===== config.mk =====
export PLATFORM = sky130hd
export DESIGN_NAME = gcd_job_sequencer_flat
export DESIGN_NICKNAME = d
export VERILOG_FILES = /design/src/rtl/gcd_job_sequencer_if.sv /design/src/rtl/gcd_job_sequencer.sv /design/src/flat_wrapper.sv
export SDC_FILE = /design/constraint.sdc
export NUM_CORES = 1
export LEC_CHECK = 0
export CAP_MARGIN = 20
export CORE_UTILIZATION = 56
export DETAILED_ROUTE_END_ITERATION = 6
export GPL_ROUTABILITY_DRIVEN = 0
export PLACE_DENSITY = 0.78
export SLEW_MARGIN = 20
export SYNTH_ARGS = -nofsm -noshare
export SYNTH_HDL_FRONTEND = slang
export SYNTH_SLANG_ARGS = --single-unit

===== constraint.sdc =====
create_clock -name clk -period 2.65 [get_ports clk]
set_input_delay 0.53 -clock clk [delete_from_list [all_inputs] [get_ports clk]]
set_output_delay 0.53 -clock clk [all_outputs]
set_load 0.05 [all_outputs]

===== src/rtl/gcd_job_sequencer_if.sv =====
// Handshake bundle between the job producer/consumer, the GCD core and the sequencer.
// master is the sequencer's view; slave is the surrounding environment's view.
interface gcd_job_sequencer_if #(
  parameter int WIDTH = 8,
  parameter int CNT_W = 16
);
  logic             in_valid;
  logic             in_ready;
  logic [WIDTH-1:0] in_a;
  logic [WIDTH-1:0] in_b;
  logic             go;
  logic [WIDTH-1:0] op_a;
  logic [WIDTH-1:0] op_b;
  logic             done;
  logic [WIDTH-1:0] gcd_in;
  logic             out_valid;
  logic             out_ready;
  logic [WIDTH-1:0] out_gcd;
  logic             out_bypass;
  logic [CNT_W-1:0] out_cycles;
  logic             busy;

  modport master (
    input  in_valid, in_a, in_b, done, gcd_in, out_ready,
    output in_ready, go, op_a, op_b, out_valid, out_gcd, out_bypass, out_cycles, busy
  );

  modport slave (
    output in_valid, in_a, in_b, done, gcd_in, out_ready,
    input  in_ready, go, op_a, op_b, out_valid, out_gcd, out_bypass, out_cycles, busy
  );
endinterface


===== src/rtl/gcd_job_sequencer.sv =====
// Buffers operand pairs, launches them one at a time on the GCD core and holds each
// result until accepted; zero-operand pairs are answered locally without the core.
module gcd_job_sequencer #(
  parameter int WIDTH = 8,
  parameter int DEPTH = 4,
  parameter int CNT_W = 16
) (
  input logic                 clk,
  input logic                 rst,
  gcd_job_sequencer_if.master bus
);

  localparam int PTR_W = $clog2(DEPTH);

  localparam logic [1:0] IDLE   = 2'd0;
  localparam logic [1:0] LAUNCH = 2'd1;
  localparam logic [1:0] WAIT   = 2'd2;
  localparam logic [1:0] HOLD   = 2'd3;

  logic [1:0]       state;
  logic [WIDTH-1:0] fifo_a [DEPTH];
  logic [WIDTH-1:0] fifo_b [DEPTH];
  logic [PTR_W:0]   wr_ptr;
  logic [PTR_W:0]   rd_ptr;
  logic             full;
  logic             empty;
  logic             push;
  logic             pop;
  logic [WIDTH-1:0] head_a;
  logic [WIDTH-1:0] head_b;
  logic [CNT_W-1:0] cnt;
  logic [CNT_W-1:0] cnt_inc;
  logic [WIDTH-1:0] op_a_q;
  logic [WIDTH-1:0] op_b_q;
  logic [WIDTH-1:0] gcd_q;
  logic             bypass_q;
  logic [CNT_W-1:0] cycles_q;

  // Extra pointer MSB separates full (MSBs differ) from empty (pointers equal).
  assign empty   = (wr_ptr == rd_ptr);
  assign full    = (wr_ptr[PTR_W] != rd_ptr[PTR_W]) &&
                   (wr_ptr[PTR_W-1:0] == rd_ptr[PTR_W-1:0]);
  assign push    = bus.in_valid && bus.in_ready;
  assign pop     = (state == IDLE) && !empty;
  assign head_a  = fifo_a[rd_ptr[PTR_W-1:0]];
  assign head_b  = fifo_b[rd_ptr[PTR_W-1:0]];
  assign cnt_inc = (&cnt) ? cnt : cnt + CNT_W'(1);

  assign bus.in_ready   = !full && !rst;
  assign bus.go         = (state == LAUNCH);
  assign bus.out_valid  = (state == HOLD);
  assign bus.busy       = (state != IDLE);
  assign bus.op_a       = op_a_q;
  assign bus.op_b       = op_b_q;
  assign bus.out_gcd    = gcd_q;
  assign bus.out_bypass = bypass_q;
  assign bus.out_cycles = cycles_q;

  always_ff @(posedge clk) begin
    if (push) begin
      fifo_a[wr_ptr[PTR_W-1:0]] <= bus.in_a;
      fifo_b[wr_ptr[PTR_W-1:0]] <= bus.in_b;
    end
  end

  always_ff @(posedge clk) begin
    if (rst) begin
      wr_ptr <= '0;
      rd_ptr <= '0;
    end else begin
      if (push) wr_ptr <= wr_ptr + (PTR_W+1)'(1);
      if (pop)  rd_ptr <= rd_ptr + (PTR_W+1)'(1);
    end
  end

  // Operands change only on a pop, so they stay stable for the core from LAUNCH to done.
  always_ff @(posedge clk) begin
    if (rst) begin
      state    <= IDLE;
      op_a_q   <= '0;
      op_b_q   <= '0;
      gcd_q    <= '0;
      bypass_q <= 1'b0;
      cycles_q <= '0;
      cnt      <= '0;
    end else begin
      case (state)
        IDLE: begin
          if (pop) begin
            op_a_q <= head_a;
            op_b_q <= head_b;
            // The core never terminates on a zero operand; gcd(x,0)=x answers it here.
            if (head_a == '0 || head_b == '0) begin
              gcd_q    <= head_a | head_b;
              bypass_q <= 1'b1;
              cycles_q <= '0;
              state    <= HOLD;
            end else begin
              state <= LAUNCH;
            end
          end
        end
        LAUNCH: begin
          cnt   <= '0;
          state <= WAIT;
        end
        WAIT: begin
          if (bus.done) begin
            gcd_q    <= bus.gcd_in;
            bypass_q <= 1'b0;
            cycles_q <= cnt_inc;
            state    <= HOLD;
          end else begin
            cnt <= cnt_inc;
          end
        end
        HOLD: begin
          if (bus.out_ready) state <= IDLE;
        end
        default: state <= IDLE;
      endcase
    end
  end

endmodule


===== src/flat_wrapper.sv =====
// flat-port wrapper written by rule: the top's interface ports become plain ports
module gcd_job_sequencer_flat 
#(
  parameter int WIDTH = 8,
  parameter int DEPTH = 4,
  parameter int CNT_W = 16
)
  (clk, rst, bus_in_valid, bus_in_a, bus_in_b, bus_done, bus_gcd_in, bus_out_ready, bus_in_ready, bus_go, bus_op_a, bus_op_b, bus_out_valid, bus_out_gcd, bus_out_bypass, bus_out_cycles, bus_busy);
  gcd_job_sequencer_if #(.WIDTH(WIDTH), .CNT_W(CNT_W)) bus_i ();
  input logic clk;
  input logic rst;
  input wire logic [$bits(bus_i.in_valid)-1:0] bus_in_valid;
  input wire logic [$bits(bus_i.in_a)-1:0] bus_in_a;
  input wire logic [$bits(bus_i.in_b)-1:0] bus_in_b;
  input wire logic [$bits(bus_i.done)-1:0] bus_done;
  input wire logic [$bits(bus_i.gcd_in)-1:0] bus_gcd_in;
  input wire logic [$bits(bus_i.out_ready)-1:0] bus_out_ready;
  output wire logic [$bits(bus_i.in_ready)-1:0] bus_in_ready;
  output wire logic [$bits(bus_i.go)-1:0] bus_go;
  output wire logic [$bits(bus_i.op_a)-1:0] bus_op_a;
  output wire logic [$bits(bus_i.op_b)-1:0] bus_op_b;
  output wire logic [$bits(bus_i.out_valid)-1:0] bus_out_valid;
  output wire logic [$bits(bus_i.out_gcd)-1:0] bus_out_gcd;
  output wire logic [$bits(bus_i.out_bypass)-1:0] bus_out_bypass;
  output wire logic [$bits(bus_i.out_cycles)-1:0] bus_out_cycles;
  output wire logic [$bits(bus_i.busy)-1:0] bus_busy;
  assign bus_i.in_valid = bus_in_valid;
  assign bus_i.in_a = bus_in_a;
  assign bus_i.in_b = bus_in_b;
  assign bus_i.done = bus_done;
  assign bus_i.gcd_in = bus_gcd_in;
  assign bus_i.out_ready = bus_out_ready;
  assign bus_in_ready = bus_i.in_ready;
  assign bus_go = bus_i.go;
  assign bus_op_a = bus_i.op_a;
  assign bus_op_b = bus_i.op_b;
  assign bus_out_valid = bus_i.out_valid;
  assign bus_out_gcd = bus_i.out_gcd;
  assign bus_out_bypass = bus_i.out_bypass;
  assign bus_out_cycles = bus_i.out_cycles;
  assign bus_busy = bus_i.busy;
  gcd_job_sequencer #(.WIDTH(WIDTH), .DEPTH(DEPTH), .CNT_W(CNT_W)) u_core (.clk(clk), .rst(rst), .bus(bus_i));
endmodule

* After elaboration in Yosys (flattened, before gate mapping)
Memory sizes are Yosys's and may differ from the RTL's. A register that Yosys moved wholly into a read port is not among the register bits.
Cells that the tools add are included.
** Cells by class
- Add/sub/neg operators :: 3
- Multiply operators :: 0
- Div/mod/pow operators :: 0
- Magnitude comparators :: 0
- Equal/unequal tests :: 11
- Shift operators :: 0
- Multiplexer cells :: 26
- Bitwise gates (word level) :: 1
- Reduce and logical (&&, ||, !) cells :: 19
** Operators with widths (number)
- 16-bit two-way mux :: 5
- 16-bit one-hot mux with 2 select lines :: 2
- 8-bit two-way mux :: 3
- 16-bit by 1-bit adder with 16-bit output, second input constant :: 1
- 8-bit logical NOT :: 2
- 2-bit two-way mux :: 8
- 8-bit one-hot mux with 2 select lines :: 1
- 16-bit AND reduction :: 1
- 2-bit inequality test, second input constant :: 4
- 8-bit bitwise OR :: 1
- 2-bit one-hot mux with 4 select lines :: 1
- 3-bit by 1-bit adder with 3-bit output, second input constant :: 2
- 2-bit nonzero test :: 3
- 1-bit two-way mux :: 5
- 2-bit equality test, second input constant :: 2
- 1-bit logical AND :: 4
- 2-bit AND reduction :: 2
- 4-bit AND reduction :: 1
- 3-bit equality test :: 1
- 1-bit logical NOT :: 3
- 3-bit AND reduction :: 1
- 2-bit by 1-bit equality test with 1-bit output, second input constant :: 1
- 2-bit equality test :: 1
- 2-bit logical NOT :: 1
- other kinds (4) :: 4
** Storage, ports and cells
- Register bits after elaboration :: 65
- Latch bits :: 0
- Bits in writable memories :: 64
- ROM bits :: 0
- Input port bits :: 29
- Logic and storage cells :: 71
- Memories kept :: 2
** Memory list
- u_core.fifo_a :: words 4, width 8, rd ports 1, clocked after Yosys merged registers in 1, wr ports 1, RTL line gcd_job_sequencer.sv:21 : logic [WIDTH-1:0] fifo_a [DEPTH];
- u_core.fifo_b :: words 4, width 8, rd ports 1, clocked after Yosys merged registers in 1, wr ports 1, RTL line gcd_job_sequencer.sv:22 : logic [WIDTH-1:0] fifo_b [DEPTH];

* Longest topological paths before layout
Gate-level depths: netlist of run 1.
- Word-level depth :: 7
- Mapped depth :: 9

* Worst setup path before layout of run 1
No wires, ideal clock.
- Path type :: input to output
- Start :: in rst
- End :: out bus_in_ready
- Data arrival time :: 1950 ps
- Setup slack :: 170 ps
- Cell stages on the path :: 4
- Buffers on the path :: 3
- Path through :: clkbuf_1 -> clkbuf_1 -> buf_1 -> a31oi_1
** Between the ends
- Word-level cells in the longest chain between the ends :: 2
** RTL lines
- from (decl) :: RTL line flat_wrapper.sv:11 : input logic rst;
- 1-bit logical NOT :: RTL line gcd_job_sequencer.sv:49 : assign bus.in_ready = !full && !rst;
- 1-bit logical AND :: RTL line gcd_job_sequencer.sv:49
- to (decl) :: RTL line flat_wrapper.sv:18 : output wire logic [$bits(bus_i.in_ready)-1:0] bus_in_ready;
No other way between the ends.

* Final worst setup path of run 1
- Start :: reg u_core.state[1]
- End :: out bus_out_valid
** Between the ends
- Word-level cells in the longest chain between the ends :: 1
** RTL lines
- from (decl) :: RTL line gcd_job_sequencer.sv:20 : logic [1:0] state;
- from (signal assigned) :: RTL line gcd_job_sequencer.sv:79 : state <= IDLE;
- from (signal assigned) :: RTL line gcd_job_sequencer.sv:97 : state <= HOLD;
- from (signal assigned) :: RTL line gcd_job_sequencer.sv:99 : state <= LAUNCH;
- 2-bit equality test :: RTL line gcd_job_sequencer.sv:51 : assign bus.out_valid = (state == HOLD);
- to (decl) :: RTL line flat_wrapper.sv:22 : output wire logic [$bits(bus_i.out_valid)-1:0] bus_out_valid;
No other way between the ends.

==> reports/metrics.yaml, run 1 <==
clk-insertion-delay-late_ns: 0.53
ys_warn_count: 0
antenna_left: 0
gr-total-overflow: 0
end_kind: "primary output"
arrival_ns: 1.91
vias_per_cell: 6.45
ys_ff_latch: 131
maxSlewViolCount: 0
slew_headroom_pct: 43.0
rr_worst_depth: 6
hold_violations: 0
drtPass1Iterations: 5
design.core.area_um2: 10500
cp-endpoint: "bus_out_valid"
grt_pass1_vias: 4768
max_freq_ghz: 0.410
required_ns: 2.12
cts_made_buffers: 17
ios: 74
crit_type: "flip-flop to primary output"
final_core_util_pct: 73.2
maxCapViolations: 0
ys_seq_area_share_pct: 52.8
vdd_drop_max_mv: 0.885
ctsLongestPathBuffers: 2
status: "finished, final reports clean"
row_count: 37
dieWidth_um: 107
async_reset_ff_share_pct: 0
nets: 681
finClkSkew_ns: 0.0114
grt_max_degree: 45
power.density_nw_per_um2: 972
startpoint: "u_core.state[1]"
r2r_end: "u_core.bus.out_cycles[15]"
yosysTopAreaCellShare_pct: 31.1
synth_area_um2: 6180
grt_pass1_wl_mm: 24.9
cts_hold_buf: 0
drc: 0
r2r_slack_ns: 0.22
synth_cells: 566
antenna_found_initial: 0
area_growth_pct: 24.4
cts_setup_buffers: 0
port_buffers: 73
synth.distinct_cells: 57
finalCriticalPeriod_ns: 2.44
cts_tree: "built"
htreeDepth: 4
routedWlPerCell_um: 20.1
hold_path_class: "primary input to flip-flop"
root_buffer: "clkbuf_8"
fin_crit_sh_pct: 92.1
rsz0062_at_grt: "false"
cp-start-kind: "flip-flop"
wl_mm: 15.9
cts.sinks: 131
multi_input_area_um2: 2700
fin_total_pwr_w: 0.00747
vias: 5093
nFillCells: 724
synthesis.nets: 606
layout-drive-gt1-share_pct: 13.3
yosys.area.top_type: "edfxtp_1"
setup_tns_ns: 0
fin_ws_ns: 0.209
synth-edff-count: 64
die_height_um: 107
drt-initial-drc-count: 502
groute.usage.overall_pct: 28.9
avgSynthCellArea_um2: 10.9
start_util_pct: 58.8
p_leak_nw: 2.69
final-setup-viol-count: 0
netlist_top_cells_area: "edfxtp_1, dfxtp_1, mux4_2"
worstPathMaxFanout: 4
worst_pin_slew_ns: 0.854
die_area_um2: 11500
diodes: 0
synth_ff_type: "dfxtp_1"
register_area_um2: 3260
clk_pin_slew_ns: 0.07
pre_cts_ws_ns: 0.118
hpwl_mm: 10.7
## worst max-delay path, stage by stage (launching register included)
cell	delay (ns)
dfxtp_1	0.39
ha_1	0.19
clkdlybuf4s50_1	0.80
## sequential cells by signal, summed over array words and instances, names as in the netlist, named ones only
signal,count
u_core.bus.out_gcd,8
u_core.wr_ptr,3
u_core.bus.out_cycles,16
u_core.rd_ptr,3
u_core.cnt,16
u_core.bus.op_a,8
u_core.state,2
u_core.fifo_b,32
u_core.fifo_a,32
u_core.bus.out_bypass,1
u_core.bus.op_b,8
## kinds of logic after synthesis
kind of cell | Yosys count | synth area share, %
mux | 34 | 8.74
flops | 131 | 52.8
buf+inv | 54 | 3.79
compound gates | 121 | 14.3
xor+xnor | 8 | 1.13
fa+ha+maj | 11 | 2.23
simple gates | 207 | 17.0
## stage by stage
stage | hold WS [ns] | cell area [um2] | cells
2_1_floorplan | 0.454 | 6180 | 566
3_3_place_gp | 0.472 | 7100 | 758
3_5_place_dp | 0.483 | 7100 | 758
4_1_cts | 0.464 | 7670 | 790
5_1_grt | 0.481 | 7690 | 790
6_report | 0.484 | 7690 | 790
## routing by layer
metal	routed length (um)	vias up	GRT usage, %
met5	0	-	0
met1	6230	2434	35.6
met4	557	0	15.7
met2	7890	282	47.0
li1	-	2326	-
met3	1210	51	6.93
## cell usage in the layout, fill, tap and decap left out, drive strengths merged, types with 3 or more instances in the layout
cell,instances
nor3,5
and2,10
buf,26
inv,23
o211a,3
o211ai,22
nor2b,25
a311oi,4
edfxtp,64
mux4,16
a41o,4
clkdlybuf4s50,69
clkbuf,17
a31o,3
nand2,61
o221ai,3
a41oi,5
a32oi,5
a21oi,14
o311ai,5
and3,6
o21ai,18
nand4,32
nor4,8
a22oi,14
a31oi,6
xnor2,6
dfxtp,67
nand3,17
clkinv,3
mux2i,18
ha,11
nor2,34
## layout make-up
type / count / share of cell area, %
Clock inverter: 15 / 2.08
Clock buffer: 17 / 5.39
Tap cell: 136 / 2.21
Inverter: 13 / 0.635
Timing Repair Buffer: 97 / 12.1
Sequential cell: 131 / 42.5
Multi-Input combinational cell: 381 / 35.1
## synthesized netlist by cell type (4+ instances only)
| library cell | instances |
|---|---|
| dfxtp_1 | 67 |
| a32oi_1 | 5 |
| buf_2 | 4 |
| a21oi_1 | 14 |
| mux4_2 | 16 |
| and2_1 | 8 |
| clkbuf_1 | 32 |
| a41o_1 | 4 |
| o21ai_0 | 18 |
| and3_1 | 6 |
| a22oi_1 | 14 |
| a31oi_1 | 6 |
| a311oi_1 | 4 |
| nand2_1 | 61 |
| nand3_1 | 17 |
| nor2b_1 | 25 |
| edfxtp_1 | 64 |
| inv_1 | 12 |
| nor2_1 | 33 |
| ha_1 | 11 |
| xnor2_1 | 6 |
| nor3_1 | 5 |
| a41oi_1 | 5 |
| mux2i_1 | 18 |
| nand4_1 | 32 |
| o211ai_1 | 22 |
| nor4_1 | 7 |
## power breakdown
| part | internal (W) | switching [W] | leakage [nW] |
|---|---|---|---|
| Sequential | 0.00234 | 0.000158 | 1.13 |
| Combinational | 0.000973 | 0.00171 | 1.28 |
| Clock | 0.00129 | 0.00100 | 0.284 |
## repair_timing
action,CTS,global route
hold endpoints to repair,0,0
resized for setup,1,4
pin swaps,0,0
endpoints found under the setup margin,1,22
## how the worst min path moves through the flow
stage / slack (ns) / endpoint / depth (start not counted) / start
after CTS: 0.46 / u_core.rd_ptr[2] / 3 / rst
after detailed placement: 0.48 / u_core.cnt[15] / 2 / u_core.cnt[15]
after floorplan: 0.45 / u_core.cnt[15] / 2 / u_core.cnt[15]
after global routing: 0.48 / u_core.rd_ptr[0] / 3 / rst
after global placement: 0.47 / u_core.cnt[15] / 2 / u_core.cnt[15]
final: 0.48 / u_core.bus.op_a[0] / 3 / rst
Note: power is estimated with default switching activity, not from simulation.
==> run 2: changes to the inputs <==
Settings changed: CORE_UTILIZATION 56 to 50, PLACE_DENSITY 0.78 to 0.74.
Clock period 2.65 ns to 2.1 ns, I/O delays scaled along.
==> run 2 against run 1 <==
The run now ends with negative setup slack left. Power grew 34%. Register-to-register slack got worse by 0.32 ns. Utilization down 3.2 points. Worst hold slack got worse by 0.036 ns. Setup slack lost 0.31 ns. Global-route usage shrank 1.0 points. Cell count is 8.5% higher. Non-clock buffer count increased by 56. Critical path type is now flip-flop to flip-flop. Critical endpoint is now u_core.bus.out_cycles[1]. Largest cell class unchanged. Largest power group unchanged.
==> reports/metrics.yaml, run 2 (synthesis results as in run 1) <==
dieWidth_um: 113
diodes: 0
power.density_nw_per_um2: 1190
nFillCells: 862
vias: 5347
p_leak_nw: 3.03
grt_pass1_vias: 5283
drt-initial-drc-count: 565
finClkSkew_ns: 0.00939
holdWs_ns: 0.449
register_area_um2: 3270
drc: 0
fin_ws_ns: -0.105
worst_pin_slew_ns: 0.690
max_freq_ghz: 0.454
clk_pin_slew_ns: 0.06
start_util_pct: 51.5
layout-drive-gt1-share_pct: 22.1
ios: 74
cts_made_buffers: 17
grt_pass1_wl_mm: 27.4
final-setup-viol-count: 26
hold_path_class: "primary input to flip-flop"
multi_input_area_um2: 2800
final_cell_mix: "clkdlybuf4s50_1, dfxtp_1, buf_4"
fin_crit_sh_pct: 105
design.core.area_um2: 12000
cp-endpoint: "u_core.bus.out_cycles[1]"
r2r_slack_ns: -0.10
hpwl_mm: 11.4
clk-insertion-delay-late_ns: 0.42
htreeDepth: 4
critPathSlowestCell: "mux4_2"
drtPass1Iterations: 5
die_height_um: 113
arrival_ns: 2.56
port_buffers: 73
cp_top_family: "multiplexers"
vdd_drop_max_mv: 1.09
hold_violations: 0
hold_start: "rst"
groute.usage.overall_pct: 27.9
status: "finished with violations"
wl_mm: 16.8
end_kind: "flip-flop"
whs_path_depth: 3
crit_type: "flip-flop to flip-flop"
routedWlPerCell_um: 19.6
slew_headroom_pct: 54.0
antenna_found_initial: 0
pre_cts_ws_ns: -0.199
place_area_um2: 7630
crit_chain: "buf_12 > mux4_2 > nor4_4 > buf_4 > nand2_2 > buf_8 > a221o_1 > nand4_1"
maxCapViolations: 0
rr_worst_depth: 8
fin_total_pwr_w: 0.0100
cts_hold_buf: 0
layout.cells.most_common: "clkdlybuf4s50_1"
violations: "negative setup slack"
cp-start-kind: "flip-flop"
max_stage_delay_ns: 0.55
critPathBufInv: 3
maxSlewViolCount: 0
rsz0062_at_grt: "true"
grt_max_degree: 56
worstPathMaxFanout: 7
cp.depth: 8
final_core_util_pct: 70.0
finalCriticalPeriod_ns: 2.20
ctsLongestPathBuffers: 2
row_count: 40
cts.sinks: 131
root_buffer: "clkbuf_16"
nets: 737
design_area_um2: 8410
vias_per_cell: 6.24
required_ns: 2.46
gr-total-overflow: 0
cts_tree: "built"
area_growth_pct: 36.0
die_area_um2: 12800
r2r_end: "u_core.bus.out_cycles[1]"
antenna_left: 0
==> run 2: changes by cell type in the layout (fill, tap and decap cells not counted), sizes merged <==
cell           before  now
dlygate4sd2         1    0
buf                26   84
inv                23   20
clkdlybuf4s50      69   68
clkinv              3    5
dlymetal6s2s        1    0
clkbuf             17   19
==> run 2: where the power goes <==
| group | leakage (nW) | switching [W] | internal (W) |
|---|---|---|---|
| combinational | 1.63 | 0.00234 | 0.00165 |
| clock | 0.282 | 0.00120 | 0.00167 |
| sequential | 1.13 | 0.000185 | 0.00295 |
| total | 3.03 | 0.00373 | 0.00627 |
==> run 2: per-stage QoR <==
step	setup TNS (ns)	instances
6_report	-1.89	857
5_1_grt	-4.63	857
4_1_cts	-1.26	854
3_5_place_dp	-5.50	817
3_3_place_gp	-3.04	817
2_1_floorplan	-0.428	566
==> run 2: area by class of cell <==
type / count / area share, %
tap: 147 / 2.19
clock buffer: 18 / 5.10
clock inverter: 14 / 1.70
inverter: 13 / 0.580
timing repair buffer: 153 / 18.2
multi-input combinational: 381 / 33.4
sequential: 131 / 38.9
==> run 2: routing by layer <==
metal	track usage [%]	part of all wire [%]
met5	0	0
met4	10.9	3.0
met3	6.64	6.8
met2	47.1	51
met1	34.7	39
==> run 2: timing repair <==
| action | in CTS | in global routing |
|---|---|---|
| setup endpoints to repair | 40 | 31 |
| cloned | 0 | 1 |
| pin swaps | 2 | 5 |
| setup buffers | 5 | 2 |
| resized for setup | 7 | 17 |
==> run 2: worst min path at each step <==
| stage | end | slack [ns] |
|---|---|---|
| after CTS | u_core.wr_ptr[0] | 0.44 |
| after floorplan | u_core.cnt[15] | 0.45 |
| after global placement | u_core.cnt[15] | 0.46 |
| after detailed placement | u_core.cnt[15] | 0.48 |
| after global routing | u_core.wr_ptr[0] | 0.46 |
| final | u_core.wr_ptr[0] | 0.45 |
==> run 2: worst min-delay path, cell delays in order <==
cell	delay (ns)
buf_2	0.13
buf_4	0.21
nor2_1	0.06
